--- src/rtl/sne_evt_stream_merge.sv ---
// N-channel valid/ready event merger with round-robin or fixed-priority arbitration and a 2-entry output FIFO.
// Optional accepted-event counter enabled by defining SNE_EVT_MERGE_CNT_EN.
module sne_evt_stream_merge #(
  parameter  int N_CH     = 4,
  parameter  int DW       = 32,
  parameter  int ARB_MODE = 0,
  localparam int SRC_W    = (N_CH > 1) ? $clog2(N_CH) : 1
) (
  input  logic                 clk_i,
  input  logic                 rst_ni,
  input  logic [N_CH-1:0]      in_valid_i,
  input  logic [N_CH*DW-1:0]   in_evt_i,
  output logic [N_CH-1:0]      in_ready_o,
  output logic                 out_valid_o,
  output logic [DW-1:0]        out_evt_o,
  output logic [SRC_W-1:0]     out_src_o,
  input  logic                 out_ready_i,
  input  logic                 cnt_clr_i,
  output logic [15:0]          cnt_o
);

  logic [SRC_W-1:0] ptr_q;
  logic [1:0]       count_p1;
  logic [DW-1:0]    head_evt_p1;
  logic [SRC_W-1:0] head_src_p1;
  logic [DW-1:0]    tail_evt_p1;
  logic [SRC_W-1:0] tail_src_p1;

  logic             gnt_vld_p0;
  logic [SRC_W-1:0] gnt_src_p0;
  logic [DW-1:0]    gnt_evt_p0;
  logic             full;
  logic             push_p0;
  logic             pop_p1;

  // Stage p0: combinational arbitration over the input valids
  always_comb begin
    int idx;
    idx        = 0;
    gnt_vld_p0 = 1'b0;
    gnt_src_p0 = '0;
    for (int i = 0; i < N_CH; i++) begin
      if (ARB_MODE == 0) begin
        idx = int'(ptr_q) + i;
        if (idx >= N_CH) idx = idx - N_CH;
      end else begin
        idx = i;
      end
      if (!gnt_vld_p0 && in_valid_i[idx]) begin
        gnt_vld_p0 = 1'b1;
        gnt_src_p0 = SRC_W'(idx);
      end
    end
  end

  always_comb begin
    gnt_evt_p0 = '0;
    for (int k = 0; k < N_CH; k++) begin
      if (gnt_src_p0 == SRC_W'(k)) gnt_evt_p0 = in_evt_i[k*DW +: DW];
    end
  end

  // full comes straight from a flop, so out_ready_i never reaches in_ready_o
  assign full    = (count_p1 == 2'd2);
  assign push_p0 = gnt_vld_p0 & ~full & rst_ni;
  assign pop_p1  = out_valid_o & out_ready_i;

  always_comb begin
    in_ready_o = '0;
    for (int k = 0; k < N_CH; k++) begin
      in_ready_o[k] = push_p0 && (gnt_src_p0 == SRC_W'(k));
    end
  end

  // Stage p1: FIFO head (visible output), count and arbitration pointer
  always_ff @(posedge clk_i or negedge rst_ni) begin
    if (!rst_ni) begin
      ptr_q       <= '0;
      count_p1    <= 2'd0;
      head_evt_p1 <= '0;
      head_src_p1 <= '0;
    end else begin
      if (ARB_MODE == 0 && push_p0) begin
        if (gnt_src_p0 == SRC_W'(N_CH - 1)) ptr_q <= '0;
        else                                ptr_q <= gnt_src_p0 + SRC_W'(1);
      end
      case ({push_p0, pop_p1})
        2'b10: begin
          if (count_p1 == 2'd0) begin
            head_evt_p1 <= gnt_evt_p0;
            head_src_p1 <= gnt_src_p0;
          end
          count_p1 <= count_p1 + 2'd1;
        end
        2'b01: begin
          if (count_p1 == 2'd2) begin
            head_evt_p1 <= tail_evt_p1;
            head_src_p1 <= tail_src_p1;
          end
          count_p1 <= count_p1 - 2'd1;
        end
        2'b11: begin
          // Only reachable at count 1: the new event replaces the departing head
          head_evt_p1 <= gnt_evt_p0;
          head_src_p1 <= gnt_src_p0;
        end
        default: ;
      endcase
    end
  end

  // Tail payload carries no reset; it is only read once count reaches 2
  always_ff @(posedge clk_i) begin
    if (push_p0 && !pop_p1 && count_p1 == 2'd1) begin
      tail_evt_p1 <= gnt_evt_p0;
      tail_src_p1 <= gnt_src_p0;
    end
  end

  assign out_valid_o = (count_p1 != 2'd0);
  assign out_evt_o   = head_evt_p1;
  assign out_src_o   = head_src_p1;

`ifdef SNE_EVT_MERGE_CNT_EN
  logic [15:0] cnt_q;

  always_ff @(posedge clk_i or negedge rst_ni) begin
    if (!rst_ni) begin
      cnt_q <= '0;
    end else if (cnt_clr_i) begin
      cnt_q <= '0;
    end else if (push_p0 && cnt_q != 16'hFFFF) begin
      cnt_q <= cnt_q + 16'd1;
    end
  end

  assign cnt_o = cnt_q;
`else
  logic cnt_clr_unused;
  assign cnt_clr_unused = cnt_clr_i;
  assign cnt_o          = '0;
`endif

endmodule

--- config.mk ---
export PLATFORM = sky130hd
export DESIGN_NAME = sne_evt_stream_merge
export DESIGN_NICKNAME = d
export VERILOG_FILES = /design/src/rtl/sne_evt_stream_merge.sv
export SDC_FILE = /design/constraint.sdc
export NUM_CORES = 1
export LEC_CHECK = 0
export BUFFER_PORTS_ARGS = -buffer_cell sky130_fd_sc_hd__clkbuf_2
export CELL_PAD_IN_SITES_DETAIL_PLACEMENT = 1
export CELL_PAD_IN_SITES_GLOBAL_PLACEMENT = 2
export CORE_ASPECT_RATIO = 1.4
export CORE_UTILIZATION = 27
export CTS_BUF_LIST = sky130_fd_sc_hd__clkbuf_8 sky130_fd_sc_hd__clkbuf_16
export CTS_CLUSTER_SIZE = 24
export DETAILED_ROUTE_END_ITERATION = 8
export GPL_TIMING_DRIVEN = 0
export PLACE_DENSITY = 0.76
export SLEW_MARGIN = 25
export SYNTH_ARGS = -nofsm -noshare
export SYNTH_HDL_FRONTEND = slang
export SYNTH_SLANG_ARGS = --single-unit
--- constraint.sdc ---
create_clock -name clk_i -period 3.7 [get_ports clk_i]
set_input_delay 0 -clock clk_i [delete_from_list [all_inputs] [get_ports clk_i]]
set_output_delay 0 -clock clk_i [all_outputs]
set_load 0.005 [all_outputs]
# Yosys cells after proc, flatten, opt, wreduce, memory -nomap -nowiden
# Cells that the tools add are included.
[classes] addsub=10 multipliers=0 div_mod_pow=0 order_cmp=8 n_eq_ne=10 shift=0 muxes=36 bitwise_logic=4 n_reduce_logical=19
[ops] operator="$mux W32" count=10
[ops] operator="$lt A32 B4 Y1 const B" count=4
[ops] operator="$pmux W32 S3" count=1
[ops] operator="$mux W2" count=7
[ops] operator="$mux W1" count=12
[ops] operator="$sub A3 B3 Y4 const B" count=3
[ops] operator="$eq A2 B2 Y1 const B" count=5
[ops] operator="$ge A3 B3 Y1 const B" count=3
[ops] operator="$logic_and A1 B1 Y1" count=9
[ops] operator="$bmux W1 S2" count=4
[ops] operator="$add A2 B2 Y3 const B" count=2
[ops] operator="$eq A2 B1 Y1 const B" count=3
[ops] operator="$pmux W2 S3" count=1
[ops] operator="$add A2 B1 Y2 const B" count=2
[ops] operator="$logic_not A1 Y1" count=4
[ops] operator="$logic_not A2 Y1" count=2
[ops] operator="$ne A2 B2 Y1 const B" count=2
[ops] operator="$pmux W2 S2" count=1
[ops] operator="$reduce_bool A2 Y1" count=2
[ops] operator="$sub A2 B3 Y4 const B" count=1
[ops] operator="$add A2 B1 Y3 const B" count=1
[ops] operator="$and A1 B1 Y1" count=3
[ops] operator="$ge A2 B3 Y1 const B" count=1
[ops] operator="$reduce_and A3 Y1" count=1
[ops] operator="other kinds (3)" count=3
[totals] register_bits=72 latch_bits=0 ramBits=0 romBits=0 word_cells=93 mem_count=0

# Depth between registers and ports, before layout
# Gate-level depths: netlist of run 1.
[logic_depth] depth_word=22 ltp_mapped=11

# Worst setup path before layout of run 1
# No wires, ideal clock.
[synth_timing] path_type="reg2reg" start="register count_p1[0]" end="register tail_evt_p1[0], enable pin" setup_time_ns=0.394 arrival_time_ns=2.186 required_time_ns=3.306 slack_ns=1.120 path_stages_with_launch=8 n_path_buf=1 path_cell_list="dfrtp_1 inv_1 ha_1 or3b_1 buf_2 inv_1 ha_1 and2_1"
[synth_via] elab_chain_cells=6 word_cells_on_any_way=10
[synth_lines] item="start: declaration" line_no="23" rtl="logic [1:0] count_p1;"
[synth_lines] item="start signal: assignment" line_no="93" rtl="count_p1 <= count_p1 + 2'd1;"
[synth_lines] item="start signal: assignment" line_no="100" rtl="count_p1 <= count_p1 - 2'd1;"
[synth_lines] item="$eq A2 B2 Y1" line_no="64" rtl="assign full = (count_p1 == 2'd2);"
[synth_lines] item="$not A1 Y1" line_no="65" rtl="assign push_p0 = gnt_vld_p0 & ~full & rst_ni;"
[synth_lines] item="$and A1 B1 Y1 (2 in series)" line_no="65"
[synth_lines] item="via push_p0" line_no="33" rtl="logic push_p0;"
[synth_lines] item="$logic_and A1 B1 Y1 (2 in series)" line_no="114" rtl="if (push_p0 && !pop_p1 && count_p1 == 2'd1) begin"
[synth_lines] item="end signal: assignment" line_no="115" rtl="tail_evt_p1 <= gnt_evt_p0;"
[synth_lines] item="end: declaration" line_no="26" rtl="logic [DW-1:0] tail_evt_p1;"
# The timed path passes the listed nets, and every way through them passes these cells.
# A chain may end at the register's enable or synchronous reset.

# Worst setup path after layout of run 1
[layout_timing] start="register ptr_q[0]" end="register tail_evt_p1[29], data pin"
[layout_via] elab_chain_cells=20 word_cells_on_any_way=48
[layout_lines] item="start: declaration" line_no="22" rtl="logic [SRC_W-1:0] ptr_q;"
[layout_lines] item="start signal: assignment" line_no="85" rtl="else ptr_q <= gnt_src_p0 + SRC_W'(1);"
[layout_lines] item="parallel branches: the longest is 14 deep, another holds $sub A3 B3 Y4"
[layout_lines] item="$mux W2 (*)" line_no="49" rtl="if (!gnt_vld_p0 && in_valid_i[idx]) begin"
[layout_lines] item="via gnt_src_p0[1]" line_no="30" rtl="logic [SRC_W-1:0] gnt_src_p0;"
[layout_lines] item="$logic_not A2 Y1" line_no="59" rtl="if (gnt_src_p0 == SRC_W'(k)) gnt_evt_p0 = in_evt_i[k*DW +: DW];"
[layout_lines] item="$mux W32 (3 in series)" line_no="59"
[layout_lines] item="$mux W32 (*)" line_no="59"
[layout_lines] item="via gnt_evt_p0[29]" line_no="31" rtl="logic [DW-1:0] gnt_evt_p0;"
# Mark *: on every way through the listed nets, which the timed path passes. The select of a mux whose other input is x is not followed.

==> run_results.csv, run 1 <==
group,metric,value,unit
run_status,status,"finished, final reports clean",
sta,finalSetupViolCount,0,
floorplan,fp.dieW,108,µm
clock_tree,cts.clk_slew.worst_paths,60,ps
sta,fmax,0.305,GHz
synth,synth.yosys.seq_area_share,46.4,%
sta,slew_violations,0,
worst_setup_path,crit_required,3760,ps
drt,vias,4357,
worst_setup_path,critPathArrivalTime,3340,ps
placement,dpl.hpwl,12300,µm
synth,synth.avg_cell_area,9.51,µm²
placement,port_buffers,173,
synth,synth_cell_type_count,31,
drt,dr.pass1.iters,4,
synth,synth-seq-cells,72,
sta,finalHoldViolations,0,
clock_tree,clk-insertion-delay-late,330,ps
worst_setup_path,cp_slowest_stage_delay,730,ps
worst_setup_path,crit_buf_inv,3,
floorplan,io_pins,191,
worst_setup_path,worstSetupPathType,"reg -> reg",
placement,gp_congestion,0.806,
final_layout,diodes,0,
grt,grt_pass1_wl,24600,µm
drt,drt_iter0_drc,147,
placement,dp.cells,828,
clock_tree,clkSinkCount,72,
pwr,worst_ir_drop_vdd,311,µV
synth,ys.warnings.count,0,
clock_tree,cts_root_buf,"clkbuf_16",
worst_setup_path,path_cells,"nand2b_1 > nor2b_1 > o22ai_1 > inv_1 > ha_1 > nor2_1 > buf_2 > buf_2 > a31oi_1",
final_layout,final_area,0.00575,mm²
clock_tree,cts_buffers,9,
sta,rsz0062_at_grt,"no",
synth,syn-cell-area,0.00425,mm²
sta,layout_min_cycle_time,3280,ps
sta,period_share,88.6,%
worst_setup_path,setup.worst_path.end_class,"flop",
worst_setup_path,cpMostUsedCell,"buf_2",
floorplan,dieArea,0.0163,mm²
clock_tree,htree_levels,3,
floorplan,die_y,150,µm
grt,antenna_found_initial,0,
floorplan,floorplan.initialDensity,28.0,%
sta,setup_ws,423,ps
worst_setup_path,cp_top_family,"simple AND/OR/NAND/NOR gates",
floorplan,num_rows,53,
sta,worstMarginPinSlew,939,ps
sta,tns,0,ps
final_layout,drive_gt1_share,36.6,%
synth,synthCells,447,
sta,skew,6.93,ps
final_layout,areaGrowthSynthToFinish,35.4,%
sta,relSlewSlack,37.1,%
grt,track_usage,20.2,%
clock_tree,cts_tree,"done",
drt,remaining_drc_errors,0,
drt,drt_wl_total,16300,µm
final_layout,final_util,37.9,%
grt,grt_max_degree,41,
pwr,p_leak,2.50,nW
grt,grt_pass1_vias,4634,
final_layout,nets,793,
worst_setup_path,start_kind,"flop",
worst_hold_path,hp-class,"in -> reg",
final_layout,finalNonFillerCells,845,
grt,grt.overflow.total,0,
drt,ant_nets,0,
clock_tree,post-cts-setup-buffers,0,
worst_setup_path,cpMaxStageDelayCell,"nor2_1",
drt,routed_wire_length_per_instance,19.3,µm
drt,via_per_inst,5.16,
floorplan,core_area,0.0152,mm²
run,cap_violations,0,
placement,placed_cell_area,0.00544,mm²
worst_setup_path,path_max_fanout,10,
clock_tree,cts_buffer_depth,2,
pwr,p_per_area,876,mW/mm²
placement,dpl_worst_slack,403,ps
[synth_stat cells]
cell type	number	area (µm²)
nand2b_1	4	25.0
a21o_1	1	7.51
or2_2	1	6.26
a41oi_1	1	8.76
nand4bb_1	1	11.3
xnor2_1	2	17.5
clkbuf_1	10	37.5
o22ai_2	1	12.5
nor2b_1	4	25.0
o21ai_0	4	20.0
nand3_1	2	10.0
dfrtp_1	38	951
a31oi_1	65	407
or3b_1	1	8.76
conb_1	1	3.75
buf_4	21	158
nand3b_1	32	240
a22o_1	1	8.76
nor2_1	38	143
edfxtp_1	34	1020
inv_1	9	33.8
and2_1	5	31.3
a311o_1	32	320
nand2_1	68	255
buf_2	24	120
or3b_2	1	8.76
nor4_4	1	21.3
ha_1	9	113
o221ai_1	1	8.76
a21oi_1	3	15.0
o22ai_1	32	200
[cell families (layout without fill, tap and decap cells)]
family,after synthesis,count (layout),share of synthesized area (%)
AO/OA/AOI/OAI,141,141,23.7
XOR/XNOR,2,2,0.412
adder cells (fa/ha/maj),9,9,2.65
buffers and inverters,64,255,8.22
flip-flops,72,72,46.4
other,1,16,0.0883
AND/OR/NAND/NOR,158,158,18.5
[power breakdown]
group	switching, W	internal, W	total (W)
Sequential	0.000154	0.00126	0.00141
Clock	0.000336	0.000537	0.000873
Combinational	0.00164	0.00111	0.00275
Total	0.00213	0.00291	0.00504
[layout make-up]
type                            count  area (µm²)
Inverter                            9        33.8
Tap cell                          192         240
Fill cell                        1859        9430
Multi-Input combinational cell    326        1990
Sequential cell                    72        1970
Timing Repair Buffer              175         906
Clock buffer                       10         239
Buffer                             55         315
Clock inverter                      6        60.1
[cells in the final DEF (no fill, tap or decap), drive strengths merged, types with 9 or more instances in the layout]
cell type	instances
a311o	32
a31oi	65
buf	46
clkbuf	193
conb	16
dfrtp	38
edfxtp	34
ha	9
inv	10
nand2	68
nand3b	32
nor2	38
o22ai	33
[layer usage]
layer	vias up	part of all wire, %	GRT usage, %
met3	12	4.7	3.42
met5	-	0	0
li1	2065	-	-
met1	2140	39	22.3
met4	0	1.3	5.89
met2	140	55	38.5
[sequential cells by signal (all words and copies together) (netlist names)]
register     flops
tail_src_p1      2
count_p1         2
out_src_o        2
ptr_q            2
tail_evt_p1     32
out_evt_o       32
[worst paths after layout]
| path | endpoint | depth (start not counted) | slack [ps] | start |
|---|---|---|---|---|
| max | tail_evt_p1[29]$_DFFE_PP_ | 9 | 420 | ptr_q[0]$_DFFE_PN0P_ |
| min | tail_evt_p1[24]$_DFFE_PP_ | 3 | 70 | in_evt_i[88] |
| max reg2reg | tail_evt_p1[29]$_DFFE_PP_ | 9 | 420 | ptr_q[0]$_DFFE_PN0P_ |
| min reg2reg | count_p1[1]$_DFFE_PN0P_ | 2 | 520 | count_p1[1]$_DFFE_PN0P_ |
| max in group asynchronous | out_evt_o[8]$_DFFE_PN0P_ | 2 | 3030 | rst_ni |
| min in group asynchronous | out_evt_o[25]$_DFFE_PN0P_ | 2 | 240 | rst_ni |
[worst reg2reg max path: stages, from the launching register on]
cell	delay, ps
dfrtp_1	420
nand2b_1	180
nor2b_1	150
o22ai_1	290
inv_1	140
ha_1	280
nor2_1	730
buf_2	380
buf_2	290
a31oi_1	150
[what timing repair did]
item                      in CTS  in global routing
hold endpoints to repair      38                  0
hold buffers                   1                  0
gates resized for setup        0                  0
[stage by stage]
stage	power [W]	hold WS [ps]
after floorplan	0.00315	-296
after global placement	0.00412	270
after detailed placement	0.00421	78.2
after CTS	0.00511	56.6
after global routing	0.00541	75.4
final	0.00504	68.3
Power figures use the tool's default switching activity.
==> run 2: changes to the inputs <==
RECOVER_POWER = 25   (was default)
==> run 2 against run 1 <==
Count of clock-buffer cells in the layout unchanged. Sequential power hardly changed. Non-clock buffer count unchanged. First-iteration DRC count down 1.4%. Core utilization hardly changed. Die area stayed put. Sequential share of layout area hardly changed. Worst setup slack worse by 16 ps. Total power barely moved. Final cell count unchanged. Critical path type unchanged. Highest routed layer unchanged.
==> run_results.csv, run 2 (synthesis gave the netlist of run 1 again) <==
group,metric,value,unit
sta,slew_violations,0,
pwr,p_leak,2.48,nW
grt,grt_pass1_wl,24600,µm
floorplan,die_y,150,µm
clock_tree,clk-insertion-delay-late,330,ps
worst_hold_path,hp-class,"in -> reg",
clock_tree,htree_levels,3,
drt,dr.pass1.iters,5,
drt,routed_wire_length_per_instance,19.3,µm
floorplan,dieArea,0.0163,mm²
grt,grt_max_degree,41,
grt,track_usage,20.2,%
run_status,status,"finished, final reports clean",
clock_tree,cts_root_buf,"clkbuf_16",
final_layout,diodes,0,
grt,grtUsageMet1,22.3,%
floorplan,num_rows,53,
sta,finalHoldViolations,0,
grt,top_usage_layer,"met2",
sta,hold_ws,68.3,ps
sta,layout_min_cycle_time,3290,ps
sta,tns,0,ps
run,cap_violations,0,
grt,grtUsageMet2,38.5,%
clock_tree,cts_buffer_depth,2,
sta,relSlewSlack,36.6,%
worst_setup_path,start_kind,"flop",
drt,vias,4343,
drt,drt_wl_total,16300,µm
worst_setup_path,setup.worst_path.end_class,"flop",
final_layout,final_cell_mix,"clkbuf_2, nand2_1, a31oi_1",
sta,period_share,89.0,%
clock_tree,clkSinkCount,72,
drt,via_per_inst,5.14,
worst_setup_path,worstSetupPathType,"reg -> reg",
floorplan,floorplan.initialDensity,28.0,%
floorplan,fp.dieW,108,µm
sta,fmax,0.304,GHz
grt,grt.overflow.total,0,
final_layout,areaGrowthSynthToFinish,35.2,%
drt,remaining_drc_errors,0,
final_layout,nets,793,
sta,rsz0062_at_grt,"no",
clock_tree,cts_buffers,9,
drt,ant_nets,0,
clock_tree,cts_resized,0,
pwr,worst_ir_drop_vdd,312,µV
grt,antenna_found_initial,0,
sta,skew,6.93,ps
sta,worstMarginPinSlew,947,ps
pwr,power,0.00504,W
clock_tree,cts.clk_slew.worst_paths,60,ps
grt,grt_pass1_vias,4634,
worst_setup_path,path_max_fanout,10,
clock_tree,post-cts-setup-buffers,0,
grt,use_met3,3.42,%
final_layout,final_common_cell,"clkbuf_2",
floorplan,io_pins,191,
placement,gp_congestion,0.806,
worst_setup_path,critPathArrivalTime,3350,ps
final_layout,drive_gt1_share,36.0,%
placement,dpl.hpwl,12300,µm
clock_tree,cts_tree,"done",
sta,finalSetupViolCount,0,
floorplan,core_area,0.0152,mm²
worst_setup_path,crit_required,3760,ps
drt,drt_iter0_drc,145,
pwr,p_per_area,876,mW/mm²
placement,port_buffers,173,
final_layout,final_util,37.8,%
==> run 2: final timing paths <==
path	from	endpoint	slack [ps]	cells after the start
max in group asynchronous	rst_ni	out_evt_o[8]$_DFFE_PN0P_	3030	2
max reg2reg	ptr_q[0]$_DFFE_PN0P_	tail_evt_p1[29]$_DFFE_PP_	410	9
min in group asynchronous	rst_ni	out_evt_o[25]$_DFFE_PN0P_	240	2
min	in_evt_i[88]	tail_evt_p1[24]$_DFFE_PP_	70	3
max	ptr_q[0]$_DFFE_PN0P_	tail_evt_p1[29]$_DFFE_PP_	410	9
min reg2reg	count_p1[1]$_DFFE_PN0P_	count_p1[1]$_DFFE_PN0P_	520	2
==> run 2: layout make-up <==
cell class	instances	area (µm²)
Fill cell	1861	9440
Tap cell	192	240
Timing Repair Buffer	175	901
Inverter	9	33.8
Clock inverter	6	60.1
Clock buffer	10	239
Sequential cell	72	1970
Buffer	55	315
Multi-Input combinational cell	326	1990
==> run 2: power by group <==
part,switching (W),internal [W]
registers,0.000154,0.00126
clock network,0.000337,0.000537
logic,0.00164,0.00111
==> run 2: stage by stage <==
stage               setup WS [ps]  std cells  area [µm²]
CTS                           400        845        5750
floorplan                    1120        462        4310
global route                  218        845        5750
detailed placement            403        828        5440
finish                        407        845        5750
global placement              132        827        5410
==> run 2: layer usage <==
metal | up-vias | share of wire, %
met5 | - | 0
met4 | 0 | 1.3
met3 | 12 | 4.5
met2 | 140 | 55
met1 | 2126 | 39
li1 | 2065 | -
==> run 2: what timing repair did <==
item                       in CTS  in global routing
hold endpoints to repair       38                  0
hold buffers                    1                  0
setup endpoints to repair       0                  0
==> run 2: worst max-delay path, cell delays in order (launching register included) <==
cell and delay (ps):
dfrtp_1 420, nand2b_1 180, nor2b_1 150, o22ai_1 290, inv_1 140, ha_1 280
nor2_1 740, buf_2 390, buf_2 290, a31oi_1 140
